--- src/rtl/tile_row_gen.sv ---
// -----------------------------------------------------------------------------
// tile_row_gen
//
// Consumer end of the PRNG seed stream. Each request builds one playfield row of
// tile colours, one candidate colour per DRAW cycle taken from the low bits of
// the free-running PRNG output. A row is legal when it has no horizontal triple
// and no column matching the previously emitted row (prev). A column that keeps
// drawing illegal candidates falls back to the lowest legal colour after
// MAX_TRIES draws, so the worst-case latency is bounded.
//
// Optional feature macro: TILE_ROW_GEN_STATS_EN
//   defined   -> reject_cnt port present: saturating count of illegal
//                candidates (fallback cycles included), cleared only by Reset.
//   undefined -> reject_cnt port and counter absent.
//
// Ports
//   Clk        in   1               system clock
//   Reset      in   1               synchronous, active-high reset
//   rand_in    in   RAND_W          PRNG output; only [COLOR_W-1:0] is used
//   req        in   1               request a new row (sampled in IDLE, and in
//                                   VALID on the handshake cycle)
//   row_ready  in   1               consumer accepts row_out
//   row_valid  out  1               row_out holds a complete legal row
//   row_out    out  COLS*COLOR_W    column i at [i*COLOR_W +: COLOR_W]
//   reject_cnt out  16              only with TILE_ROW_GEN_STATS_EN
//   busy       out  1               high in DRAW and VALID
//
// Handshake: a row transfers on any cycle where row_valid && row_ready. While
// row_valid is high and row_ready is low, row_out is held stable; row_valid
// never drops without a transfer (except on Reset).
// -----------------------------------------------------------------------------
module tile_row_gen #(
    parameter int COLS       = 6,
    parameter int COLOR_W    = 3,
    parameter int NUM_COLORS = 5,
    parameter int MAX_TRIES  = 4,
    parameter int RAND_W     = 50
) (
    input  logic                    Clk,
    input  logic                    Reset,
    input  logic [RAND_W-1:0]       rand_in,
    input  logic                    req,
    input  logic                    row_ready,
    output logic                    row_valid,
    output logic [COLS*COLOR_W-1:0] row_out,
`ifdef TILE_ROW_GEN_STATS_EN
    output logic [15:0]             reject_cnt,
`endif
    output logic                    busy
);

    localparam int COL_W = (COLS > 1) ? $clog2(COLS) : 1;
    localparam int TRY_W = (MAX_TRIES > 1) ? $clog2(MAX_TRIES) : 1;

    localparam logic [COLOR_W-1:0] EMPTY        = '1;
    localparam logic [COL_W-1:0]   LAST_COL     = COL_W'(COLS - 1);
    localparam logic [TRY_W-1:0]   LAST_TRY     = TRY_W'(MAX_TRIES - 1);
    localparam logic [COLOR_W:0]   NUM_COLORS_W = (COLOR_W + 1)'(NUM_COLORS);

    typedef enum logic [1:0] {
        S_IDLE  = 2'd0,
        S_DRAW  = 2'd1,
        S_VALID = 2'd2
    } state_t;

    state_t               state_q, state_d;
    logic [COL_W-1:0]     col_q, col_d;
    logic [TRY_W-1:0]     tries_q, tries_d;
    logic [COLOR_W-1:0]   row_q  [COLS];
    logic [COLOR_W-1:0]   prev_q [COLS];

    logic [COLOR_W-1:0]   cand;
    logic [COLOR_W-1:0]   left1, left2, above;
    logic                 cand_ok;
    logic [COLOR_W-1:0]   fb_color;
    logic                 fb_found;
    logic                 wr_en;
    logic [COLOR_W-1:0]   wr_val;
    logic                 prev_ld;

    // Only the low colour bits of the PRNG word matter here.
    logic unused_rand_hi;
    assign unused_rand_hi = ^rand_in[RAND_W-1:COLOR_W];

    assign cand = rand_in[COLOR_W-1:0];

    // A colour passes when it neither completes a horizontal triple nor
    // repeats the tile directly above it in the previous row.
    function automatic logic color_ok(input logic [COLOR_W-1:0] c,
                                      input logic [COLOR_W-1:0] l1,
                                      input logic [COLOR_W-1:0] l2,
                                      input logic [COLOR_W-1:0] up);
        return !((c == l1) && (c == l2)) && (c != up);
    endfunction

    // Neighbours of the current column. Missing left neighbours read as EMPTY,
    // which no legal colour can equal, so the triple rule only fires from col 2.
    always_comb begin
        left1 = EMPTY;
        left2 = EMPTY;
        above = EMPTY;
        for (int i = 0; i < COLS; i++) begin
            if (COL_W'(i) == col_q)     above = prev_q[i];
            if (COL_W'(i + 1) == col_q) left1 = row_q[i];
            if (COL_W'(i + 2) == col_q) left2 = row_q[i];
        end
    end

    assign cand_ok = ({1'b0, cand} < NUM_COLORS_W) && color_ok(cand, left1, left2, above);

    // Lowest passing colour; one always exists for NUM_COLORS >= 3 since at
    // most two colours (left pair, above) can be excluded.
    always_comb begin
        fb_color = '0;
        fb_found = 1'b0;
        for (int k = 0; k < NUM_COLORS; k++) begin
            if (!fb_found && color_ok(COLOR_W'(k), left1, left2, above)) begin
                fb_color = COLOR_W'(k);
                fb_found = 1'b1;
            end
        end
    end

    // Next-state and datapath control.
    always_comb begin
        state_d = state_q;
        col_d   = col_q;
        tries_d = tries_q;
        wr_en   = 1'b0;
        wr_val  = cand;
        prev_ld = 1'b0;
        case (state_q)
            S_IDLE: begin
                if (req) begin
                    state_d = S_DRAW;
                    col_d   = '0;
                    tries_d = '0;
                end
            end
            S_DRAW: begin
                if (cand_ok) begin
                    wr_en  = 1'b1;
                    wr_val = cand;
                end else if (tries_q == LAST_TRY) begin
                    wr_en  = 1'b1;
                    wr_val = fb_color;
                end else begin
                    tries_d = tries_q + 1'b1;
                end
                if (wr_en) begin
                    tries_d = '0;
                    if (col_q == LAST_COL) begin
                        state_d = S_VALID;
                        col_d   = '0;
                    end else begin
                        col_d = col_q + 1'b1;
                    end
                end
            end
            S_VALID: begin
                if (row_ready) begin
                    prev_ld = 1'b1;
                    col_d   = '0;
                    tries_d = '0;
                    state_d = req ? S_DRAW : S_IDLE;
                end
            end
            default: begin
                state_d = S_IDLE;
            end
        endcase
    end

    always_ff @(posedge Clk) begin
        if (Reset) begin
            state_q <= S_IDLE;
            col_q   <= '0;
            tries_q <= '0;
            for (int i = 0; i < COLS; i++) begin
                row_q[i]  <= '0;
                prev_q[i] <= EMPTY;
            end
        end else begin
            state_q <= state_d;
            col_q   <= col_d;
            tries_q <= tries_d;
            for (int i = 0; i < COLS; i++) begin
                if (wr_en && (col_q == COL_W'(i))) row_q[i] <= wr_val;
                if (prev_ld) prev_q[i] <= row_q[i];
            end
        end
    end

    // The working row doubles as the output register: it is only complete
    // (and only advertised) in VALID, and keeps its value through IDLE.
    for (genvar g = 0; g < COLS; g++) begin : g_pack
        assign row_out[g*COLOR_W +: COLOR_W] = row_q[g];
    end

    assign row_valid = (state_q == S_VALID);
    assign busy      = (state_q != S_IDLE);

`ifdef TILE_ROW_GEN_STATS_EN
    logic reject;
    assign reject = (state_q == S_DRAW) && !cand_ok;

    always_ff @(posedge Clk) begin
        if (Reset) begin
            reject_cnt <= '0;
        end else if (reject && (reject_cnt != 16'hFFFF)) begin
            reject_cnt <= reject_cnt + 16'd1;
        end
    end
`endif

endmodule

--- config.mk ---
export PLATFORM = sky130hd
export DESIGN_NAME = tile_row_gen
export DESIGN_NICKNAME = d
export VERILOG_FILES = /design/src/rtl/tile_row_gen.sv
export SDC_FILE = /design/constraint.sdc
export NUM_CORES = 1
export LEC_CHECK = 0
export ABC_AREA = 1
export CAP_MARGIN = 20
export CORE_MARGIN = 2
export CORE_UTILIZATION = 29
export CTS_CLUSTER_DIAMETER = 120
export DETAILED_ROUTE_END_ITERATION = 7
export SLEW_MARGIN = 20
export SYNTH_ARGS = -nofsm -noshare
export SYNTH_HDL_FRONTEND = slang
export SYNTH_SLANG_ARGS = --single-unit
--- constraint.sdc ---
create_clock -name Clk -period 3.82 [get_ports Clk]
set_clock_uncertainty 0.15 [all_clocks]
set_input_delay 1.146 -clock Clk [delete_from_list [all_inputs] [get_ports Clk]]
set_output_delay 1.146 -clock Clk [all_outputs]
set_load 0.02 [all_outputs]
==> reports/qor.yml, run 1 <==
floorplanning:
  fp.dieW_um: 101.7
  die_area_um2: 10340
  io_pins: 74
  start_util: 0.2995
  rows: 35
  fp.coreArea_um2: 9240
  die_h_um: 101.7
worst_setup_path:
  worstPathCellList: "nand2_1 > inv_1 > ha_1 > clkinv_1 > buf_4 > nor2_1 > a21oi_1 > nand2_1 > nand2_1 > nand2_1 > nand2_1 > nand2_1 > nand2_1 > nand3_1 > nand2_1 > nand3_2 > nand3_4 > a21oi_4 > inv_1 > o21ai_0"
  worst-setup-path-type: "flop to flop"
  critPathMaxFanout: 8
  slowest_delay_ps: 550
  worst-path-buf-inv: 4
  critPathTopFamily: "simple AND/OR/NAND/NOR gates"
  rrSetupSlack_ps: 620
  slowest_stage: "dfxtp_1"
  crit_arrival_ps: 3010
  cp.required_ps: 3630
  r2r-start: "col_q[1]"
  worstSetupStartpoint: "col_q[1]"
  timing.rr.end: "row_q[4][0]"
  reg2regPathDepth: 20
  startpoint_type: "flop"
  worst_path_most_repeated_cell: "nand2_1"
  end_kind: "flop"
placement:
  place_hpwl_um: 5302
  dp_cells: 522
  portBuffers: 26
  place_congestion: 0.8686
  place_ws_ps: 490.3
  place_area_um2: 3188
status:
  status: "complete, no violations"
logic_synthesis:
  ys.flop_type: "edfxtp_1"
  yosysWarnings: 0
  synthArstFlopShare: 0
  synth.avg_cell_area_um2: 7.541
  synth_cell_types: 34
  synth.cells.most_frequent: "nand2_1 (113), nor2_1 (47), inv_1 (45), edfxtp_1 (36), nand3_1 (30)"
  ys_seq_area_frac: 0.4412
  post-synth-top-count-cell: "nand2_1"
  synth_fp_nets: 424
  synth_top_area_share: 0.3906
  syn_inst: 367
  ys_seq_elements: 43
  synth_area_um2: 2768
  yosysTopAreaCell: "edfxtp_1"
  synth_edf_count: 36
  synthTopCellsByArea: "edfxtp_1 (39%), nand2_1 (15%), nor2_1 (6.4%)"
grt:
  first_global_vias: 2433
  track_usage: 0.1426
  grt_pass1_wl_um: 11580
  antenna_found_initial: 0
  grt_remaining_overflow: 0
  grt_max_degree: 19
clocking:
  cts_tree: "built"
  cts_setup_buffers: 0
  htree_levels: 2
  clk_path_buf_depth: 2
  ctsResizeCount: 0
  hold_buffers: 0
  clk_latency_ps: 300
  cts_root_buf: "clkbuf_8"
  cts_buffers: 5
  clk_pin_slew_ps: 80
  clock_sinks: 43
timing:
  slew_headroom: 0.6336
  setup_ws_ps: 617.5
  setup_tns_ps: 0
  period_minus_slack_ps: 3203
  max_clock_freq_ghz: 0.3123
  slew_viol_final: 0
  max_slew.worst_pin.slew_ps: 545.4
  finalCritPeriodShare: 0.8384
  rsz0062_at_grt: "false"
  final_hold_viol_count: 0
  setup_violations: 0
cells_and_area:
  final_util: 0.3542
  nNetsFinal: 457
  drive_gt1_frac: 0.1172
  area_growth_pct: 18.26
  postLayoutCellArea_um2: 3273
  diodes: 0
  fin_cells: 530
hold_path:
  whs_path_depth: 2
  min_path_type: "flop to flop"
  whs_endpoint: "tries_q[1]"
  worstHoldStart: "tries_q[1]"
route:
  vias: 2392
  post-route-drc-count: 0
  wl_um: 6821
  ant_nets: 0
  vias_per_cell: 4.513
  first_pass_iters: 4
  dr.first_iter.drc_count: 129
  avgRoutedWirePerCell_um: 12.87
pwr:
  power_leakage_uw: 0.001373
  ir_worst_vdd_mv: 0.1351
  power_density_nw_per_um2: 335.9
flow_run:
  cap_violations: 0
==> final cells by class <==
type	instances	area (um2)
Clock buffer	6	72.57
Timing Repair Buffer	33	312.8
Clock inverter	2	12.51
Inverter	54	202.7
Sequential cell	43	1221
Multi-Input combinational cell	263	1290
Fill cell	978	5967
Tap cell	129	161.4
==> logic make-up (layout without fill, tap and decap cells) <==
kind of cell | count (synthesis) | in the layout | share of synthesized area
DFF | 43 | 43 | 0.4412
adders and majority gates | 3 | 3 | 0.01356
buffers and inverters | 61 | 95 | 0.09268
and+or+nand+nor | 225 | 225 | 0.3807
AOI/OAI and AO/OA | 35 | 35 | 0.07189
==> metal layers <==
layer,global-route usage,vias to the layer above,part of all wire
met5,0,-,0
met2,0.2449,59,0.50
li1,-,1242,-
met3,0.02277,4,0.057
met4,0.04158,0,0.0065
met1,0.1847,1087,0.44
==> how the worst max path moves through the flow <==
stage / end / cells past startpoint
after floorplan: row_q[3][0] / 16
after global placement: row_q[4][2] / 9
after detailed placement: row_q[4][0] / 9
after CTS: row_q[4][0] / 20
after global routing: row_q[4][0] / 20
final: row_q[4][0] / 20
==> power breakdown <==
part           total, uW  leakage (uW)  internal, uW  switching (uW)
Combinational        267      0.000958          90.0             177
Clock                290     0.0000428           128             161
Sequential           543      0.000372           524            19.2
==> stage by stage <==
stage               power (uW)  hold slack [ps]
floorplan                740.0            291.2
global placement         816.3            307.2
detailed placement       820.9            321.2
CTS                       1110            334.0
global route              1156            387.5
finish                    1100            338.1
==> cell usage in the layout (no fill, tap or decap), types with 7 or more instances in the layout <==
cell type / n
nor2_1: 47
nand2_1: 113
nand4_1: 7
a21oi_1: 20
edfxtp_1: 36
nand3_2: 8
nand3_1: 30
inv_1: 45
dfxtp_1: 7
inv_2: 7
buf_4: 7
clkdlybuf4s50_1: 26
==> worst reg2reg max path, cell delays in order, from the launching register on <==
cell and delay (ps):
dfxtp_1 550, nand2_1 110, inv_1 90, ha_1 170, clkinv_1 100, buf_4 180, nor2_1 100, a21oi_1 50
nand2_1 70, nand2_1 40, nand2_1 60, nand2_1 60, nand2_1 90, nand2_1 80, nand3_1 70, nand2_1 70
nand3_2 90, nand3_4 120, a21oi_4 160, inv_1 70, o21ai_0 380
==> registers in the layout, indices dropped and copies added, names as in the netlist <==
register	count
prev_q	18
row_q	18
tries_q	2
state_q	2
col_q	3
Note: power is estimated with default switching activity, not from simulation.
==> run 2, diff against run 1 <==
- clock period: 3.82 -> 2.8 ns (I/O delays scaled with it)
==> run 2 against run 1 <==
  * Wire length increased by 3.5%
  * Sequential cell count unchanged
  * Total power increased by 53%
  * Clock power increased by 76%
  * Fmax increased by 20%
  * Worst setup slack got worse by 480 ps
  * Via count increased by 5.7%
  * Combinational power increased by 65%
  * Critical path type unchanged
  * Largest power group unchanged
==> reports/qor.yml, run 2 (synthesis results as in run 1) <==
status:
  status: "complete, no violations"
floorplanning:
  fp.dieW_um: 101.7  # unchanged
  io_pins: 74  # unchanged
  start_util: 0.2995  # unchanged
  die_area_um2: 10340  # unchanged
  die_h_um: 101.7  # unchanged
  rows: 35  # unchanged
  fp.coreArea_um2: 9240  # unchanged
timing:
  max_clock_freq_ghz: 0.3753  # +20%
  period_minus_slack_ps: 2664  # -538.1 ps
  max_slew.worst_pin.slew_ps: 294.7  # -250.7 ps
  finalCritPeriodShare: 0.9516  # +0.1132
  slew_headroom: 0.8023  # +0.1687
  setup_violations: 0  # unchanged
  slew_viol_final: 0  # unchanged
  setup_tns_ps: 0  # unchanged
  final_hold_viol_count: 0  # unchanged
worst_setup_path:
  startpoint_type: "flop"
  crit_arrival_ps: 2540  # -470 ps
  critPathMaxFanout: 6  # -2
  worst-setup-path-type: "flop to flop"
  cp.required_ps: 2680  # -950 ps
  end_kind: "flop"
placement:
  place_congestion: 0.8971  # +3.3%
  place_area_um2: 3358  # +5.3%
  portBuffers: 26  # unchanged
  place_hpwl_um: 5335  # +0.61%
route:
  dr.first_iter.drc_count: 188  # +46%
  post-route-drc-count: 0  # unchanged
  first_pass_iters: 4  # unchanged
  ant_nets: 0  # unchanged
  wl_um: 7059  # +3.5%
  vias_per_cell: 4.506  # -0.15%
  avgRoutedWirePerCell_um: 12.58  # -2.2%
  vias: 2528  # +5.7%
grt:
  antenna_found_initial: 0  # unchanged
  grt_pass1_wl_um: 11210  # -3.2%
  grt_max_degree: 19  # unchanged
  first_global_vias: 2398  # -1.4%
  grt_remaining_overflow: 0  # unchanged
  track_usage: 0.1393  # -0.003302
clocking:
  clk_path_buf_depth: 2  # unchanged
  cts_tree: "built"
  cts_root_buf: "clkbuf_8"
  cts_buffers: 5  # unchanged
  clk_latency_ps: 300  # about the same
  htree_levels: 2  # unchanged
  clock_sinks: 43  # unchanged
  clk_pin_slew_ps: 90  # about the same
flow_run:
  cap_violations: 0  # unchanged
cells_and_area:
  postLayoutCellArea_um2: 3627  # +11%
  diodes: 0  # unchanged
  area_growth_pct: 31.06
  drive_gt1_frac: 0.2245  # +0.1073
  reg_top3: "prev_q x18, row_q x18, col_q x3"
  final_cell_mix: "nand2_1 (106), nor2_1 (45), inv_1 (44)"
  final_util: 0.3926  # +0.03832
  nNetsFinal: 488  # +6.8%
  layout_commonest_cell: "nand2_1"
pwr:
  power_density_nw_per_um2: 464.2  # +38%
  power_leakage_uw: 0.001567  # +14%
  ir_worst_vdd_mv: 0.2169  # +61%
  p_total_uw: 1684  # +53%
hold_path:
  min_path_type: "flop to flop"
==> run 2: cell types whose count changed in the layout (fill, tap and decap cells not counted), sizes merged <==
cell    delta
clkinv     -2
bufinv     +1
buf       +31
inv        +1
==> run 2: critical path: stages, from the launching register on <==
cell,delay (ps)
dfxtp_1,320
buf_4,160
inv_2,70
nand2_2,80
nor2_4,210
buf_6,150
a21oi_1,40
nand2_1,70
nand2_1,60
nand2_2,90
inv_1,60
nand3_1,70
nand2_1,60
nand3_2,90
nand3_4,110
a21oi_4,240
inv_2,80
o21ai_2,140
buf_4,140
==> run 2: layer usage <==
metal / GRT usage / routed length, um / up-vias
met2: 0.2404 / 3508 / 62
met1: 0.1783 / 3180 / 1150
li1: - / - / 1308
met5: 0 / 0 / -
met3: 0.02070 / 293 / 8
met4: 0.04574 / 76 / 0
==> run 2: what timing repair did <==
item | CTS | global route
pin swaps | 0 | 3
endpoints found under the hold margin | 0 | 0
setup endpoints to repair | 15 | 39
resized for setup | 2 | 25
setup buffers | 0 | 9
gates cloned | 0 | 1
hold buffers | 0 | 0
==> run 2: final timing paths <==
kind / start / to / slack [ps] / cells past startpoint
min: tries_q[1] / tries_q[1] / 330 / 2
min reg2reg: tries_q[1] / tries_q[1] / 330 / 2
max: col_q[1] / row_q[4][1] / 140 / 18
max reg2reg: col_q[1] / row_q[4][1] / 140 / 18
==> run 2: metrics by stage <==
step                      setup slack, ps  instances  hold slack [ps]
after floorplan                     38.55        367            291.2
after global placement             -178.4        543            308.1
after detailed placement           -151.0        543            314.3
after CTS                           7.338        551            328.8
after global routing               -28.32        561            374.1
final                               135.5        561            331.4
==> run 2: final cells by class <==
cell class                 count  area, um2
timing repair buffer          64      566.8
clock buffer                   6      82.58
inverter                      54      207.7
tap                          129      161.4
fill                         944       5613
multi-input combinational    263       1353
clock inverter                 2      35.03
sequential                    43       1221
==> run 2: power by group <==
| part | switching (uW) | internal (uW) | total (uW) |
|---|---|---|---|
| sequential | 18.8 | 714 | 733 |
| combinational | 268 | 173 | 441 |
| clock | 221 | 289 | 510 |
| total | 508 | 1180 | 1680 |
==> run 3, diff against run 2 <==
- CORE_MARGIN: 2 -> 1.5
==> run 3 against run 2 <==
  * Final area hardly changed
  * Non-clock buffer count decreased by 6
  * Sequential cell count unchanged
  * Clock power shrank 22%
  * Hold slack worse by 8.5 ps
  * First-iteration DRC count is 20% lower
  * Sequential share of layout area is 0.081 points higher
  * Highest routed layer unchanged
==> reports/qor.yml, run 3 (synthesis results as in run 1) <==
status:
  status: "complete, no violations"
floorplanning:
  start_util: 0.2995  # unchanged
  fp.dieW_um: 100.7  # -0.98%
  fp.coreArea_um2: 9240  # unchanged
  die_area_um2: 10140  # -2.0%
  rows: 35  # unchanged
  io_pins: 74  # unchanged
  die_h_um: 100.7  # -0.98%
timing:
  hold_ws_ps: 322.9  # -8.461 ps
  final_hold_viol_count: 0  # unchanged
  max_slew.worst_pin.slew_ps: 269.5  # -25.17 ps
  rsz0062_at_grt: "true"
  finalCritPeriodShare: 0.9708  # +0.01916
  max_clock_freq_ghz: 0.3679  # -2.0%
  period_minus_slack_ps: 2718  # +53.63 ps
  setup_violations: 0  # unchanged
  slew_viol_final: 0  # unchanged
  setup_ws_ps: 81.89  # -53.63 ps
  slew_headroom: 0.8192  # +0.01688
route:
  vias: 2507  # -0.83%
  vias_per_cell: 4.517  # +0.24%
  ant_nets: 0  # unchanged
  first_pass_iters: 4  # unchanged
  wl_um: 7010  # -0.69%
  post-route-drc-count: 0  # unchanged
  avgRoutedWirePerCell_um: 12.63  # +0.38%
  dr.first_iter.drc_count: 150  # -20%
flow_run:
  cap_violations: 0  # unchanged
pwr:
  p_int_uw: 1066  # -9.4%
  p_sw_frac: 0.3269  # +0.02507
  p_clk_frac: 0.251  # -0.052
  power_leakage_uw: 0.001544  # -1.5%
  ir_worst_vdd_mv: 0.1645  # -24%
  power_density_nw_per_um2: 436.6  # -5.9%
  p_switching_uw: 517.6  # +1.8%
  p_comb_frac: 0.284  # +0.022
  p_seq_frac: 0.465  # +0.030
clocking:
  clk_latency_ps: 300  # about the same
  cts_buffers: 5  # unchanged
  htree_levels: 2  # unchanged
  cts_root_buf: "clkbuf_8"
  clock_sinks: 43  # unchanged
  clk_pin_slew_ps: 90  # about the same
  cts_tree: "built"
  clk_path_buf_depth: 2  # unchanged
  hold_buffers: 0  # unchanged
placement:
  portBuffers: 26  # unchanged
  place_ws_ps: -65.19  # +85.77 ps
  place_congestion: 0.8512  # -5.1%
  place_hpwl_um: 5395  # +1.1%
  place_area_um2: 3358  # unchanged
cells_and_area:
  nNetsFinal: 482  # -1.2%
  layout_commonest_cell: "nand2_1"
  multi_input_area_um2: 1418  # +4.8%
  area_growth_pct: 31.01  # about the same
  final_util: 0.3924  # about the same
  regArea_um2: 1224  # +0.20%
  final_cell_mix: "nand2_1 (99), inv_1 (43), nor2_1 (42)"
  postLayoutCellArea_um2: 3626  # about the same
  drive_gt1_frac: 0.2465  # +0.02194
  diodes: 0  # unchanged
  nFillCells: 943  # -0.11%
  reg_top3: "prev_q x18, row_q x18, col_q x3"
worst_setup_path:
  critPathMaxFanout: 8  # +2
  startpoint_type: "flop"
  worst-setup-path-type: "flop to flop"
  end_kind: "flop"
  cp.required_ps: 2680  # about the same
  crit_arrival_ps: 2600  # +60 ps
hold_path:
  min_path_type: "flop to flop"
grt:
  grt_remaining_overflow: 0  # unchanged
  antenna_found_initial: 0  # unchanged
  grt_pass1_wl_um: 11740  # +4.7%
  first_global_vias: 2428  # +1.3%
  track_usage: 0.1474  # +0.008101
  grt_max_degree: 19  # unchanged
[run 3: cell type report]
cell class,count,share of cell area
sequential,43,0.3375
tap,129,0.04451
clock inverter,1,0.001380
multi-input combinational,263,0.3910
timing repair buffer,58,0.1477
inverter,54,0.05694
clock buffer,7,0.02105
[run 3: what timing repair did]
item | 4_1_cts | 5_1_grt
gates resized for setup | 0 | 49
buffers inserted | 0 | 4
endpoints found under the setup margin | 0 | 42
[run 3: power groups by stage]
stage	logic, uW	registers (uW)	clock network (uW)
detailed placement	415	749	0
floorplan	247	762	0
finish	450	736	397
global route	501	741	425
global placement	409	748	0
CTS	417	734	402
[run 3: critical path, cell delays in order, from the launching register on]
cell        delay [ps]
dfxtp_2            340
nand2_2             50
inv_2               70
ha_4               150
clkinvlp_4         180
buf_6              170
nor2_1              80
a21oi_1             50
nand3_1            110
nand2_2             80
nand2_2             70
o21ai_2             70
nand3_2             70
nand2_1             60
nand3_2             80
nand3_4            110
a21oi_4            230
inv_2               70
o21ai_2            140
buf_6              120
[run 3: final timing paths]
check                  start           to  slack, ps  cells past startpoint
setup / recovery    col_q[1]  row_q[3][0]         80                     19
hold / removal    tries_q[1]   tries_q[1]        320                      2
setup reg to reg    col_q[1]  row_q[3][0]         80                     19
hold reg to reg   tries_q[1]   tries_q[1]        320                      2
[run 3: per-stage QoR]
step	cells	TNS (ps)	power (uW)
6_report	555	0	1583
5_1_grt	555	-1847	1666
4_1_cts	551	0	1553
3_5_place_dp	543	-675.7	1164
3_3_place_gp	543	-433.1	1157
2_1_floorplan	367	0	1010
[run 3: metal layers]
| layer | vias up | track usage | wire length, um |
|---|---|---|---|
| met5 | - | 0 | 0 |
| met4 | 0 | 0.03684 | 82 |
| met3 | 12 | 0.02497 | 270 |
| met2 | 53 | 0.2526 | 3442 |
| met1 | 1149 | 0.1930 | 3216 |
| li1 | 1293 | - | - |
